$ cat src/rtl/conv_layer_engine.sv
// conv_layer_engine: stride-1 unpadded multi-channel 2D convolution with a
// sequential MAC, optional ReLU and output saturation, RAM-to-RAM.
module conv_layer_engine #(
  parameter int DATA_W = 32,
  parameter int FRAC   = 16,
  parameter int IN_CH  = 1,
  parameter int OUT_CH = 6,
  parameter int IN_W   = 32,
  parameter int IN_H   = 32,
  parameter int K      = 5,
  parameter int DA_W   = (IN_CH*IN_H*IN_W > 1) ? $clog2(IN_CH*IN_H*IN_W) : 1,
  parameter int WA_W   = (OUT_CH*IN_CH*K*K > 1) ? $clog2(OUT_CH*IN_CH*K*K) : 1,
  parameter int BA_W   = (OUT_CH > 1) ? $clog2(OUT_CH) : 1,
  parameter int OA_W   = (OUT_CH*(IN_H-K+1)*(IN_W-K+1) > 1) ?
                         $clog2(OUT_CH*(IN_H-K+1)*(IN_W-K+1)) : 1
) (
  input  logic                     Clk,
  input  logic                     Reset,
  input  logic                     start,
  input  logic                     relu_en,
  input  logic signed [DATA_W-1:0] data_in,
  input  logic signed [DATA_W-1:0] weight_in,
  input  logic signed [DATA_W-1:0] bias_in,
  output logic [DA_W-1:0]          data_addr,
  output logic [WA_W-1:0]          weight_addr,
  output logic [BA_W-1:0]          bias_addr,
  output logic [OA_W-1:0]          out_addr,
  output logic [DATA_W-1:0]        out_data,
  output logic                     out_wren,
  output logic                     busy,
  output logic                     done
);

  localparam int OUT_W = IN_W - K + 1;
  localparam int OUT_H = IN_H - K + 1;
  localparam int AW = 2 * DATA_W;
  localparam int CB = (IN_CH > 1) ? $clog2(IN_CH) : 1;
  localparam int KB = (K > 1) ? $clog2(K) : 1;
  localparam int XB = (OUT_W > 1) ? $clog2(OUT_W) : 1;
  localparam int YB = (OUT_H > 1) ? $clog2(OUT_H) : 1;
  localparam int OB = (OUT_CH > 1) ? $clog2(OUT_CH) : 1;

  localparam logic signed [AW-1:0] SMAX = {{(DATA_W+1){1'b0}}, {(DATA_W-1){1'b1}}};
  localparam logic signed [AW-1:0] SMIN = {{(DATA_W+1){1'b1}}, {(DATA_W-1){1'b0}}};

  localparam logic [2:0] S_IDLE  = 3'd0;
  localparam logic [2:0] S_FETCH = 3'd1;
  localparam logic [2:0] S_LAST  = 3'd2;
  localparam logic [2:0] S_WRITE = 3'd3;
  localparam logic [2:0] S_DONE  = 3'd4;

  logic [2:0]     state_q, state_d;
  logic           relu_q, relu_d;
  logic [OB-1:0]  o_q, o_d;
  logic [YB-1:0]  oy_q, oy_d;
  logic [XB-1:0]  ox_q, ox_d;
  logic [CB-1:0]  c_q, c_d;
  logic [KB-1:0]  ky_q, ky_d;
  logic [KB-1:0]  kx_q, kx_d;
  logic           vld_q, vld_d;
  logic           first_q, first_d;
  logic signed [AW-1:0] acc_q, acc_d;
  logic signed [AW-1:0] prod, shft;
  logic [DATA_W-1:0]    res;
  logic                 tap0;

  assign tap0 = (c_q == '0) && (ky_q == '0) && (kx_q == '0);

  always_comb begin
    state_d = state_q;
    relu_d  = relu_q;
    o_d     = o_q;
    oy_d    = oy_q;
    ox_d    = ox_q;
    c_d     = c_q;
    ky_d    = ky_q;
    kx_d    = kx_q;
    unique case (state_q)
      S_IDLE: begin
        if (start) begin
          state_d = S_FETCH;
          relu_d  = relu_en;
          o_d     = '0;
          oy_d    = '0;
          ox_d    = '0;
          c_d     = '0;
          ky_d    = '0;
          kx_d    = '0;
        end
      end
      S_FETCH: begin
        if (kx_q != KB'(K-1)) kx_d = kx_q + 1'b1;
        else begin
          kx_d = '0;
          if (ky_q != KB'(K-1)) ky_d = ky_q + 1'b1;
          else begin
            ky_d = '0;
            if (c_q != CB'(IN_CH-1)) c_d = c_q + 1'b1;
            else begin
              c_d     = '0;
              state_d = S_LAST;
            end
          end
        end
      end
      S_LAST: state_d = S_WRITE;
      S_WRITE: begin
        state_d = S_FETCH;
        if (ox_q != XB'(OUT_W-1)) ox_d = ox_q + 1'b1;
        else begin
          ox_d = '0;
          if (oy_q != YB'(OUT_H-1)) oy_d = oy_q + 1'b1;
          else begin
            oy_d = '0;
            if (o_q != OB'(OUT_CH-1)) o_d = o_q + 1'b1;
            else begin
              o_d     = '0;
              state_d = S_DONE;
            end
          end
        end
      end
      S_DONE:  state_d = S_IDLE;
      default: state_d = S_IDLE;
    endcase
  end

  // RAM data arrives one cycle after its FETCH, so the MAC trails by one
  always_comb begin
    vld_d   = (state_q == S_FETCH);
    first_d = (state_q == S_FETCH) && tap0;
    prod    = AW'(data_in) * AW'(weight_in);
    shft    = prod >>> FRAC;
    acc_d   = acc_q;
    if (vld_q) acc_d = (first_q ? AW'(bias_in) : acc_q) + shft;
  end

  always_comb begin
    res = acc_q[DATA_W-1:0];
    if (relu_q && acc_q[AW-1]) res = '0;
    else if (acc_q > SMAX)     res = SMAX[DATA_W-1:0];
    else if (acc_q < SMIN)     res = SMIN[DATA_W-1:0];
  end

  always_ff @(posedge Clk) begin
    if (Reset) begin
      state_q <= S_IDLE;
      relu_q  <= 1'b0;
      o_q     <= '0;
      oy_q    <= '0;
      ox_q    <= '0;
      c_q     <= '0;
      ky_q    <= '0;
      kx_q    <= '0;
      vld_q   <= 1'b0;
      first_q <= 1'b0;
      acc_q   <= '0;
    end else begin
      state_q <= state_d;
      relu_q  <= relu_d;
      o_q     <= o_d;
      oy_q    <= oy_d;
      ox_q    <= ox_d;
      c_q     <= c_d;
      ky_q    <= ky_d;
      kx_q    <= kx_d;
      vld_q   <= vld_d;
      first_q <= first_d;
      acc_q   <= acc_d;
    end
  end

  assign data_addr = DA_W'(c_q) * DA_W'(IN_H*IN_W)
                   + (DA_W'(oy_q) + DA_W'(ky_q)) * DA_W'(IN_W)
                   + DA_W'(ox_q) + DA_W'(kx_q);
  assign weight_addr = ((WA_W'(o_q) * WA_W'(IN_CH) + WA_W'(c_q)) * WA_W'(K)
                     + WA_W'(ky_q)) * WA_W'(K) + WA_W'(kx_q);
  assign bias_addr = BA_W'(o_q);
  assign out_addr  = OA_W'(o_q) * OA_W'(OUT_H*OUT_W)
                   + OA_W'(oy_q) * OA_W'(OUT_W) + OA_W'(ox_q);
  assign out_wren  = (state_q == S_WRITE);
  assign out_data  = out_wren ? res : '0;
  assign busy      = (state_q == S_FETCH) || (state_q == S_LAST) ||
                     (state_q == S_WRITE);
  assign done      = (state_q == S_DONE);

endmodule

$ cat config.mk
export PLATFORM = sky130hd
export DESIGN_NAME = conv_layer_engine
export DESIGN_NICKNAME = d
export VERILOG_FILES = /design/src/rtl/conv_layer_engine.sv
export SDC_FILE = /design/constraint.sdc
export NUM_CORES = 2
export LEC_CHECK = 0
export ABC_CLOCK_PERIOD_IN_PS = 12500
export CORE_MARGIN = 5
export CORE_UTILIZATION = 46
export DETAILED_ROUTE_END_ITERATION = 12
export GPL_TIMING_DRIVEN = 0
export MAX_ROUTING_LAYER = met4
export PLACE_DENSITY = 0.61
export SLEW_MARGIN = 10
export SYNTH_ARGS = -nofsm -noshare
export SYNTH_HDL_FRONTEND = slang
export SYNTH_SLANG_ARGS = --single-unit
$ cat constraint.sdc
create_clock -name Clk -period 12.5 [get_ports Clk]
set_input_delay 1.25 -clock Clk [delete_from_list [all_inputs] [get_ports Clk]]
set_output_delay 1.25 -clock Clk [all_outputs]
set_load 0.02 [all_outputs]
* Word level (Yosys, flattened, before mapping) *
Cells that the tools add are included.

operators by class
  add/sub/neg operators = 15
  multipliers = 5
  $lt $le $gt $ge = 2
  equal/unequal tests = 15
  multiplexer cells = 34
  bitwise gates (word level) = 1
  reduce and logical (&&, ||, !) cells = 19

operator list
  cell                    number
  $mux W32                4
  $add A64 B48 Y64        1
  $gt A64 B32 Y1 const B  1
  $lt A64 B32 Y1 const B  1
  $mul A32 B32 Y64        1
  $mux W64                1
  $mux W3                 14
  $mux W5                 4
  $pmux W5 S2             2
  $pmux W3 S2             3
  $add A13 B10 Y13        1
  $add A13 B5 Y13         1
  $ne A2 B2 Y1 const B    6
  $pmux W3 S4             1
  $reduce_and A4 Y1       3
  $add A10 B3 Y10         1
  $add A10 B5 Y10         1
  $add A5 B1 Y5 const B   2
  $ne A5 B5 Y1 const B    2
  $add A3 B1 Y3 const B   3
  $logic_not A3 Y1        3
  $mul A3 B6 Y9 const B   1
  $ne A3 B3 Y1 const B    3
  $add A7 B3 Y8           1
  other kinds (18)        30

storage, ports and cells
  register bits = 90
  output and inout bits = 69

* Depth between registers and ports, before layout *
  word-level depth = 5
  depth in mapped cells = 43

* Worst setup path before layout *
Ideal clock, no wire load.

  path type = in2reg
  start point = input port weight_in[3]
  end point = register acc_q[58]
  library setup time = 0.103 ns
  arrival = 11.072 ns
  path slack = 1.324 ns
  stages on the path = 41
  path buffers = 2
  cells stage by stage = clkbuf_1 -> nand2_1 -> fa_1 -> fa_1 -> inv_1 -> fa_1 -> inv_1 -> fa_1 -> inv_1 -> fa_1 -> fa_1 -> fa_1 -> inv_1 -> fa_1 -> inv_1 -> ha_1 -> a21o_1 -> a21o_1 -> [5 not listed] -> o21ai_0 -> a21oi_1 -> o21ai_0 -> xnor2_1 -> ha_1 -> clkbuf_1 -> a21o_1 -> a21o_1 -> a21oi_1 -> o21ai_0 -> a221oi_1 -> o21ai_0 -> o31ai_1 -> a21oi_1 -> a41o_1 -> a2111o_1 -> o2111a_1 -> a2111oi_2

between the ends
  cells in the longest elaborated chain, start to end = 2

ends and longest elaborated chain
  what                    line  source
  start: declaration      22    input logic signed [DATA_W-1:0] weight_in,
  $mul A32 B32 Y64        132   prod = AW'(data_in) * AW'(weight_in);
  $add A64 B48 Y64        135   if (vld_q) acc_d = (first_q ? AW'(bias_in) : acc_q) + shft;
  end signal: assignment  157   acc_q <= '0;
  end signal: assignment  169   acc_q <= acc_d;
  end: declaration        62    logic signed [AW-1:0] acc_q, acc_d;

No other way between the ends.
A chain may end at the register's enable or synchronous reset.

* Worst setup path after layout *
  start point = input port weight_in[22]
  end point = register acc_q[61]

The elaborated chain is that of the path after synthesis.

==> run_results.csv <==
group,metric,value,unit
outcome,outcome,"finished clean",
place,place_hpwl,137000,um
cells_and_area,syn2layout_area_growth,10.8,%
global_routing,grt_first_pass_wirelength,238000,um
global_routing,grt_pass1_vias,37300,
timing,timing.hold.ws,0.474,ns
worst_hold_path,holdPathStages,2,
logic_synthesis,yosysTopAreaCell,"fa_1",
clocking,worstSkewPairLatency,0.36,ns
floorplanning,die_y,322,um
worst_hold_path,hp-class,"flip-flop to flip-flop",
cells_and_area,multi_input_area,38500,sq um
routing,first_pass_iters,6,
floorplanning,die_width,322,um
logic_synthesis,ys_seq_area_frac,0.0398,
timing,period_needed,12.19,ns
logic_synthesis,synth_cell_type_count,80,
logic_synthesis,synth_top_area_share,0.489,
setup_path,rr_worst_depth,17,
setup_path,slowest_delay,0.71,ns
place,port_buffers,168,
timing,tightest_slew,1.05,ns
global_routing,grt_remaining_overflow,0,
clocking,cts_sinks,89,
timing,fin_crit_sh,0.975,
logic_synthesis,netlist_instances,4958,
clocking,cts_buffers,9,
setup_path,arrival,12.47,ns
floorplanning,die_area,104000,sq um
logic_synthesis,synth_flop_cell,"dfxtp_1",
logic_synthesis,synth_nets,6455,
logic_synthesis,ys_seq_elements,89,
routing,route.detailed.drc,0,
routing,final_antenna_net_count,0,
setup_path,crit_top_cell,"fa_1",
floorplanning,initial_core_util,0.463,
clocking,postCtsHoldBufs,0,
cells_and_area,utilization,0.513,
logic_synthesis,synth_edf_count,0,
cells_and_area,seq_area,1780,sq um
logic_synthesis,ys_top_cells_by_area,"fa_1 49%, ha_1 8.5%, inv_1 8.4%, and2_1 7.3%, nand2_1 5.1%",
clocking,clk_path_buf_depth,2,
setup_path,start_kind,"input port",
floorplanning,io_pins,169,
cells_and_area,drive_gt1_frac,0.0655,
setup_path,critPathCaptureType,"flip-flop",
cells_and_area,fin_nets,6656,
logic_synthesis,synth_area,44700,sq um
setup_path,crit_fanout,10,
clocking,tritoncts,"built",
timing,fin_skew,0.0188,ns
timing,fmax,0.0820,GHz
routing,vias,35300,
timing,setup-violations-final,0,
cells_and_area,n_fill_cell,9155,
global_routing,grt_max_degree,27,
timing,hold_violations,0,
clocking,htreeDepth,3,
global_routing,grt.total_usage,0.316,
setup_path,setup.worst_path.class,"input port to flip-flop",
routing,vias_per_cell,5.48,
setup_path,cp_slowest_cell,"fa_1",
run,cap_violations,0,
place,gp_congestion,1.02,
clocking,cts_root_buffer,"clkbuf_16",
timing,max_slew_margin,0.300,
routing,drt_wl_total,157000,um
floorplanning,core_area,96600,sq um
timing,slew_violations,0,
floorplanning,num_rows,114,
clocking,path_clk_slew,0.07,ns
routing,routedWlPerCell,24.3,um
setup_path,worst_ep_required_time,12.78,ns
logic_synthesis,yosys_warnings,0,
global_routing,antenna_found_initial,15,
logic_synthesis,syn_area_per_cell,9.02,sq um
routing,drt-initial-drc-count,2609,
logic_synthesis,synthArstFlopShare,0,
-- layout by cell type, fill, tap and decap left out, types with 17 or more instances in the layout --
cell / count
a211oi_1: 17
a21o_1: 71
a21oi_1: 182
and2_1: 521
buf_4: 51
clkbuf_1: 55
clkbuf_2: 55
clkbuf_4: 53
clkbuf_8: 37
clkdlybuf4s50_1: 110
dfxtp_1: 89
dlymetal6s2s_1: 17
fa_1: 1086
ha_1: 299
inv_1: 997
mux2_2: 31
mux2i_1: 33
nand2_1: 606
nand2b_1: 25
nand3_1: 29
nand4_1: 21
nor2_1: 201
nor2b_1: 27
nor3_1: 38
o21ai_0: 73
o21bai_1: 19
xnor2_1: 103
xor2_1: 38
-- synth_stat cells (all sizes together), types with 10 or more instances --
cell,number
a21o,71
nor2b,28
mux2i,33
o21bai,19
nor2,202
nand3,29
a31oi,10
xor2,38
ha,304
o21a,13
xnor2,104
nand4,21
mux2,32
a21oi,187
nand2,606
a211oi,21
o211ai,14
nor4,10
inv,1002
a2111oi,10
fa,1093
clkbuf,238
and2,522
o31ai,11
nand2b,25
o21ai,83
nor3,41
dfxtp,89
-- sequential cells by signal (all words and copies together), names as in the netlist --
name / flops
ky_q: 3
bias_addr: 3
relu_q: 1
first_q: 1
ox_q: 5
state_q: 3
acc_q: 64
oy_q: 5
kx_q: 3
vld_q: 1
-- metal layers --
| metal | GRT usage | part of all wire |
|---|---|---|
| met1 | 0.404 | 0.39 |
| met2 | 0.511 | 0.47 |
| met3 | 0.0535 | 0.084 |
| met4 | 0.115 | 0.050 |
| met5 | - | 0 |
-- critical path: cells and delay by family --
kind | cells | cell delay, ns
fa+ha+maj | 10 | 4.70
xor+xnor | 1 | 0.26
simple gates | 6 | 0.97
buf+inv | 7 | 1.57
mux | 2 | 0.59
compound gates | 14 | 3.07
-- final timing paths --
path | start | end | slack [ns]
setup / recovery | weight_in[22] | acc_q[61]$_SDFFE_PP0P_ | 0.31
hold / removal | relu_q$_SDFFE_PP0P_ | relu_q$_SDFFE_PP0P_ | 0.47
setup reg to reg | first_q$_SDFF_PP0_ | acc_q[58]$_SDFFE_PP0P_ | 6.72
hold reg to reg | relu_q$_SDFFE_PP0P_ | relu_q$_SDFFE_PP0P_ | 0.47
-- timing repair --
item	CTS	global route
buffers inserted	14	8
resized for setup	394	244
pin swaps	6	14
setup endpoints to repair	29	15
-- cell type report --
class	count	area share
tap	1276	0.0322
antenna	7	0.000353
clock buffer	9	0.00454
sequential	89	0.0360
clock inverter	7	0.00192
multi-input combinational	3619	0.776
timing repair buffer	191	0.0361
buffer	246	0.0364
inverter	1003	0.0762
-- logic make-up after synthesis --
kind of cell    after synthesis  synth area share
compound gates              494            0.0708
mux                          65            0.0154
simple gates               1521             0.167
flops                        89            0.0398
xor+xnor                    142            0.0280
buf+inv                    1250             0.105
fa+ha+maj                  1397             0.574
-- per-stage QoR --
stage                     worst slack (ns)  cells  cell area (sq um)  TNS [ns]
final                                0.309   6447              49600         0
after global placement               -2.21   6402              48000    -31.26
after floorplan                       1.32   4958              44700         0
after CTS                          -0.0131   6433              49200   -0.0131
after global routing               -0.0534   6446              49600    -0.142
after detailed placement             -2.16   6403              48000    -31.81
Power is left out: the tool's default activity adds up to more than one toggle a clock period on the data nets, which glitch-free logic cannot reach.
